===== src/rtl/fetch_pkg.sv =====
// Shared definitions for the instruction-fetch stage: state codes, PC constants,
// the IF/ID payload layout and small address helpers.
// Optional feature macro used by this slice: FETCH_PERF_EN (fetch/stall counters).
package fetch_pkg;

    localparam int unsigned XLEN = 32;

    // Fetch-stage state codes
    localparam logic [0:0] ST_BOOT = 1'b0;
    localparam logic [0:0] ST_RUN  = 1'b1;

    localparam logic [XLEN-1:0] PC_INC       = 32'd4;
    localparam logic [XLEN-1:0] BUBBLE_INSTR = 32'h0000_0000;

    // IF/ID pipeline register payload
    typedef struct packed {
        logic [XLEN-1:0] instr;
        logic [XLEN-1:0] pc;
        logic [XLEN-1:0] pc_next;
        logic            valid;
    } if_id_t;

    localparam if_id_t IF_ID_BUBBLE = '{
        instr:   BUBBLE_INSTR,
        pc:      32'h0,
        pc_next: 32'h0,
        valid:   1'b0
    };

    // Sequential PC, wrapping modulo 2^32
    function automatic logic [XLEN-1:0] pc_add4(input logic [XLEN-1:0] pc);
        return pc + PC_INC;
    endfunction

    // Branch targets are forced onto a word boundary
    function automatic logic [XLEN-1:0] word_align(input logic [XLEN-1:0] addr);
        return addr & ~32'h0000_0003;
    endfunction

endpackage


===== src/rtl/fetch_pc_reg.sv =====
// Program counter register with load enable and target / +4 next-PC select.
// Holding is expressed by leaving load_en low.
module fetch_pc_reg
    import fetch_pkg::*;
#(
    parameter logic [31:0] RESET_PC = 32'h0000_0000
) (
    input  logic        clk,
    input  logic        reset,
    input  logic        load_en,
    input  logic        sel_target,
    input  logic [31:0] target,
    output logic [31:0] pc
);

    logic [31:0] pc_d;

    // Next-PC mux: aligned branch target or sequential increment
    always_comb begin
        pc_d = pc_add4(pc);
        if (sel_target) begin
            pc_d = word_align(target);
        end
    end

    // PC register, synchronous active-low reset
    always_ff @(posedge clk) begin
        if (!reset) begin
            pc <= RESET_PC;
        end else if (load_en) begin
            pc <= pc_d;
        end
    end

endmodule


===== src/rtl/fetch_stage.sv =====
// Instruction-fetch stage: owns the PC and the IF/ID register, drives the
// combinational ROM address, and handles stall, flush and branch redirect.
// Optional feature macro: FETCH_PERF_EN adds saturating fetch/stall counters.
module fetch_stage
    import fetch_pkg::*;
#(
    parameter int unsigned ADDR_W   = 8,
    parameter logic [31:0] RESET_PC = 32'h0000_0000
) (
    input  logic              clk,
    input  logic              reset,
    input  logic              stall,
    input  logic              flush,
    input  logic              br_taken,
    input  logic [31:0]       br_target,
    output logic [ADDR_W-1:0] imem_addr,
    input  logic [31:0]       imem_data,
    output logic [31:0]       if_id_instr,
    output logic [31:0]       if_id_pc,
    output logic [31:0]       if_id_pc_next,
    output logic              if_id_valid
`ifdef FETCH_PERF_EN
    ,
    output logic [31:0]       fetch_count,
    output logic [31:0]       stall_count
`endif
);

    logic [0:0]  state_q;
    logic [0:0]  state_d;
    logic [31:0] pc;
    logic        pc_load;
    logic        pc_sel_tgt;
    logic        ifid_load;
    if_id_t      ifid_d;
    if_id_t      ifid_q;

    fetch_pc_reg #(
        .RESET_PC (RESET_PC)
    ) u_pc_reg (
        .clk        (clk),
        .reset      (reset),
        .load_en    (pc_load),
        .sel_target (pc_sel_tgt),
        .target     (br_target),
        .pc         (pc)
    );

    // ROM address follows the PC with no latency, wrapping at 2^ADDR_W
    assign imem_addr = pc[ADDR_W-1:0];

    // State register
    always_ff @(posedge clk) begin
        if (!reset) begin
            state_q <= ST_BOOT;
        end else begin
            state_q <= state_d;
        end
    end

    // Next state, PC control and IF/ID next value; rules in priority order
    always_comb begin
        state_d    = state_q;
        pc_load    = 1'b0;
        pc_sel_tgt = 1'b0;
        ifid_load  = 1'b0;
        ifid_d     = IF_ID_BUBBLE;
        case (state_q)
            ST_BOOT: begin
                // One settling cycle: PC held, bubble into IF/ID
                state_d   = ST_RUN;
                ifid_load = 1'b1;
            end
            default: begin
                if (br_taken) begin
                    pc_load    = 1'b1;
                    pc_sel_tgt = 1'b1;
                    ifid_load  = 1'b1;
                end else if (stall) begin
                    ifid_load = flush;
                end else if (flush) begin
                    pc_load   = 1'b1;
                    ifid_load = 1'b1;
                end else begin
                    pc_load   = 1'b1;
                    ifid_load = 1'b1;
                    ifid_d    = '{
                        instr:   imem_data,
                        pc:      pc,
                        pc_next: pc_add4(pc),
                        valid:   1'b1
                    };
                end
            end
        endcase
    end

    // IF/ID pipeline register
    always_ff @(posedge clk) begin
        if (!reset) begin
            ifid_q <= IF_ID_BUBBLE;
        end else if (ifid_load) begin
            ifid_q <= ifid_d;
        end
    end

    assign if_id_instr   = ifid_q.instr;
    assign if_id_pc      = ifid_q.pc;
    assign if_id_pc_next = ifid_q.pc_next;
    assign if_id_valid   = ifid_q.valid;

`ifdef FETCH_PERF_EN
    logic fetch_win;
    logic stall_win;

    assign fetch_win = ifid_load & ifid_d.valid;
    assign stall_win = (state_q == ST_RUN) & ~br_taken & stall;

    // Saturating fetch and stall counters
    always_ff @(posedge clk) begin
        if (!reset) begin
            fetch_count <= 32'h0;
            stall_count <= 32'h0;
        end else begin
            if (fetch_win && (fetch_count != 32'hFFFF_FFFF)) begin
                fetch_count <= fetch_count + 32'd1;
            end
            if (stall_win && (stall_count != 32'hFFFF_FFFF)) begin
                stall_count <= stall_count + 32'd1;
            end
        end
    end
`endif

endmodule


===== config.mk =====
export PLATFORM = sky130hd
export DESIGN_NAME = fetch_stage
export DESIGN_NICKNAME = d
export VERILOG_FILES = /design/src/rtl/fetch_pkg.sv /design/src/rtl/fetch_pc_reg.sv /design/src/rtl/fetch_stage.sv
export SDC_FILE = /design/constraint.sdc
export NUM_CORES = 1
export LEC_CHECK = 0
export CAP_MARGIN = 10
export CORE_MARGIN = 1.5
export CORE_UTILIZATION = 51
export CTS_BUF_LIST = sky130_fd_sc_hd__clkbuf_8
export DETAILED_ROUTE_END_ITERATION = 8
export GPL_TIMING_DRIVEN = 0
export PLACE_DENSITY = 0.93
export SLEW_MARGIN = 10
export SYNTH_ARGS = -nofsm -noshare
export SYNTH_HDL_FRONTEND = slang
export SYNTH_SLANG_ARGS = --single-unit

===== constraint.sdc =====
create_clock -name clk -period 3.5 [get_ports clk]
set_clock_uncertainty 0.05 [all_clocks]
set_input_delay 1.05 -clock clk [delete_from_list [all_inputs] [get_ports clk]]
set_output_delay 1.05 -clock clk [all_outputs]
set_load 0.02 [all_outputs]

==> summary.md <==
| Metric | Value |
|---|---|
| VDD IR max | `~0.38 mV` |
| Count leader, synth | `dfxtp_1` |
| Core Util, Final | `0.746` |
| Seq pwr share | `0.474` |
| Die ar. | `around 11000 sq um` |
| CP required | `about 3.8 ns` |
| Largest cells by area after synthesis | `dfxtp_1 47%, a22oi_1 11%, nor2_1 5.0%` |
| Vias/cell | `5.89` |
| # diodes | `0` |
| Hold Fails Final Rpt | `0` |
| Sequential fraction of the synthesis area | `0.465` |
| Outcome | `complete, no violations` |
| Clock tree sinks | `roughly 130` |
| Clk Latency, worst-skew pair | `approximately 0.44 ns` |
| Logic pwr share | `0.101` |
| Inserted Clock Buffers | `17` |
| Fraction of registers with async set/reset | `0` |
| # IOs | `between 150 and 200` |
| Pins Over Slew Limit | `0` |
| Syn_area_per_cell | `just under 9 sq um` |
| Maximum buffer depth of the clock tree | `2` |
| Worst-Margin Slew | `between 1 and 1.5 ns` |
| Initial core utilization | `0.524` |
| Part of the power in the clock network | `0.425` |
| Crit end category | `register` |
| Internal power | `between 0.002 and 0.0025 W` |
| Post-synth top flop | `dfxtp_1` |
| Fraction of layout cells with a size suffix above 1 | `0.0951` |
| Die Wd | `approximately 110 um` |
| Final Setup Violations | `0` |
| Synthesis warning total | `0` |
| Placed Area | `around 7200 sq um` |
| Remaining DRCs | `0` |
| Leakage | `between 2 and 3 nW` |
| Max Fclk | `0.295 GHz` |
| RSZ-0062 raised after global routing | `no` |
| Yosys reg bits | `125` |
| Overall power | `0.00313 W` |
| Post-synth EDFFs | `0` |
| # resized after CTS | `0` |
| Yosys cell types | `55` |
| GRT Util Overall | `0.313` |
| Post-synth top area share | `0.465` |
| Row count | `37` |
| Clk slew on worst S/H paths | `around 0.080 ns` |
| Min-Delay Path Class | `reg2reg` |
| Power per Cell Area | `~400 nW/um^2` |
| Wirelength, routed | `between 15000 and 20000 um` |
| Wirelength per Cell | `between 15 and 20 um` |
| Antenna violations before repair | `0` |
| Vias in the first global route | `5347` |
| Top post-synthesis cells by count | `125 x dfxtp_1, 79 x a22oi_1, 72 x nor2_1, 49 x nand2_1, 35 x clkbuf_1` |
| Root buffer cell | `clkbuf_8` |
| Critical path class | `in2reg` |
| Finished Layout Cells | `approximately 950` |
| Pre-CTS setup slack | `-0.247 ns` |
| Sw power | `around 0.00080 W` |
| Final ANT Viol Nets | `0` |
| Final worst path period need | `between 3 and 4 ns` |
| Sw frac | `0.257` |
| Global route overflow | `0` |
| Largest net degree at the start of global routing | `17` |
| Routability cong. | `0.908` |
| Post-Synthesis Cells | `608` |
| First-pass GRT wire length | `27200 um` |
| Hold_buf cts | `0` |
| CTS tree | `built` |
| Area grow syn2layout | `42.4%` |
| Max_cap viols | `0` |
| Cell taking the most area after synthesis | `dfxtp_1` |
| Placed cells | `a little over 900` |
| Rel. slew slack | `0.141` |
| DRT Pass-1 Iters | `8` |
| Synthesized cell area | `about 5400 sq um` |
| Arrival @ worst endpoint | `between 3 and 4 ns` |
| IO buf count | `169` |
| H-tree lvl count | `4` |
| Critical Path Fanout Max | `10` |
| Post-layout nets | `867` |
| Period utilization | `0.968` |
| PnR worst setup slack | `between 0.1 and 0.15 ns` |
| Setup bufs post-CTS | `0` |
| Core Area | `10300 sq um` |
| Die H | `approximately 110 um` |
| Fin area | `approximately 7700 sq um` |
| Violation count after the first detailed-routing iteration | `664` |
| Vias | `roughly 5600` |
| Detail Placement HPWL | `12700 um` |
| CP Launch Type | `primary input` |
## power by group through the flow
| stage | logic (W) | registers (W) | clock network, W |
|---|---|---|---|
| 3_3_place_gp | 0.000298 | 0.00151 | 0 |
| 4_1_cts | 0.000310 | 0.00148 | 0.00134 |
| 3_5_place_dp | 0.000307 | 0.00151 | 0 |
| 2_1_floorplan | 0.000149 | 0.00151 | 0 |
| 5_1_grt | 0.000334 | 0.00149 | 0.00140 |
| 6_report | 0.000317 | 0.00148 | 0.00133 |
## per-layer routing
layer / track usage / up-vias / wire length (um)
met1: 0.397 / 2632 / 6890
met3: 0.0742 / 70 / 1670
met5: 0 / - / 0
met2: 0.507 / 338 / 8450
met4: 0.134 / 0 / 605
li1: - / 2529 / -
## final timing paths
check,slack [ns],cells past startpoint,start,to
hold / removal,0.40,2,if_id_pc_next[21],if_id_pc_next[21]
setup / recovery,0.11,7,stall,if_id_pc[6]
hold reg to reg,0.40,2,if_id_pc_next[21],if_id_pc_next[21]
setup reg to reg,1.05,6,state_q,if_id_pc[6]
## logic make-up after synthesis
| group | count (synthesis) | synth area share |
|---|---|---|
| AND/OR/NAND/NOR | 207 | 0.203 |
| buffers and inverters | 72 | 0.0637 |
| multiplexers | 3 | 0.00558 |
| other | 1 | 0.000697 |
| adder cells (fa/ha/maj) | 1 | 0.00232 |
| flip-flops | 125 | 0.465 |
| XOR/XNOR | 28 | 0.0456 |
| AO/OA/AOI/OAI | 171 | 0.215 |
## critical path: stages
cell and delay (ns):
clkdlybuf4s50_1 0.50, buf_2 0.24, inv_1 0.14, nor3_1 1.03, clkbuf_1 0.43, a22oi_1 0.14
nor2_1 0.17
## layout by cell type, fill, tap and decap left out, types with 4 or more instances in the layout
| master | synthesis | final |
|---|---|---|
| o21ai_1 | 10 | 10 |
| nor3_1 | 9 | 9 |
| nand2_1 | 49 | 49 |
| clkdlybuf4s50_1 | 0 | 169 |
| dfxtp_1 | 125 | 125 |
| a31oi_1 | 4 | 4 |
| xnor2_1 | 20 | 20 |
| buf_4 | 13 | 13 |
| o22ai_1 | 7 | 7 |
| and3_1 | 6 | 6 |
| o221ai_1 | 4 | 4 |
| clkbuf_8 | 0 | 18 |
| buf_2 | 13 | 13 |
| clkbuf_1 | 35 | 35 |
| a21oi_1 | 13 | 13 |
| inv_1 | 9 | 10 |
| a22oi_1 | 79 | 79 |
| clkinv_4 | 0 | 4 |
| nand4_1 | 9 | 9 |
| nor4_4 | 4 | 4 |
| nand3_1 | 11 | 11 |
| xor2_1 | 8 | 8 |
| nor2_1 | 72 | 72 |
| nor2b_1 | 21 | 21 |
| o21ai_0 | 34 | 34 |
## per-stage QoR
step	setup TNS [ns]	hold slack (ns)
6_report	0	0.401
5_1_grt	0	0.420
4_1_cts	0	0.402
3_5_place_dp	-11.26	0.391
3_3_place_gp	-8.01	0.383
2_1_floorplan	0	0.432
## registers in the layout (all words and copies together) (netlist names)
register       flops
if_id_pc          31
if_id_instr       32
if_id_valid        1
state_q            1
if_id_pc_next     30
u_pc_reg.pc       30
## layout make-up
class | instances | area, sq um
fill | 732 | 2610
multi-input combinational | 412 | 2540
sequential | 125 | 2500
timing repair buffer | 169 | 1690
buffer | 62 | 305
clock buffer | 18 | 248
clock inverter | 14 | 170
tap | 136 | 170
inverter | 10 | 37.5
Power figures use the tool's default switching activity.
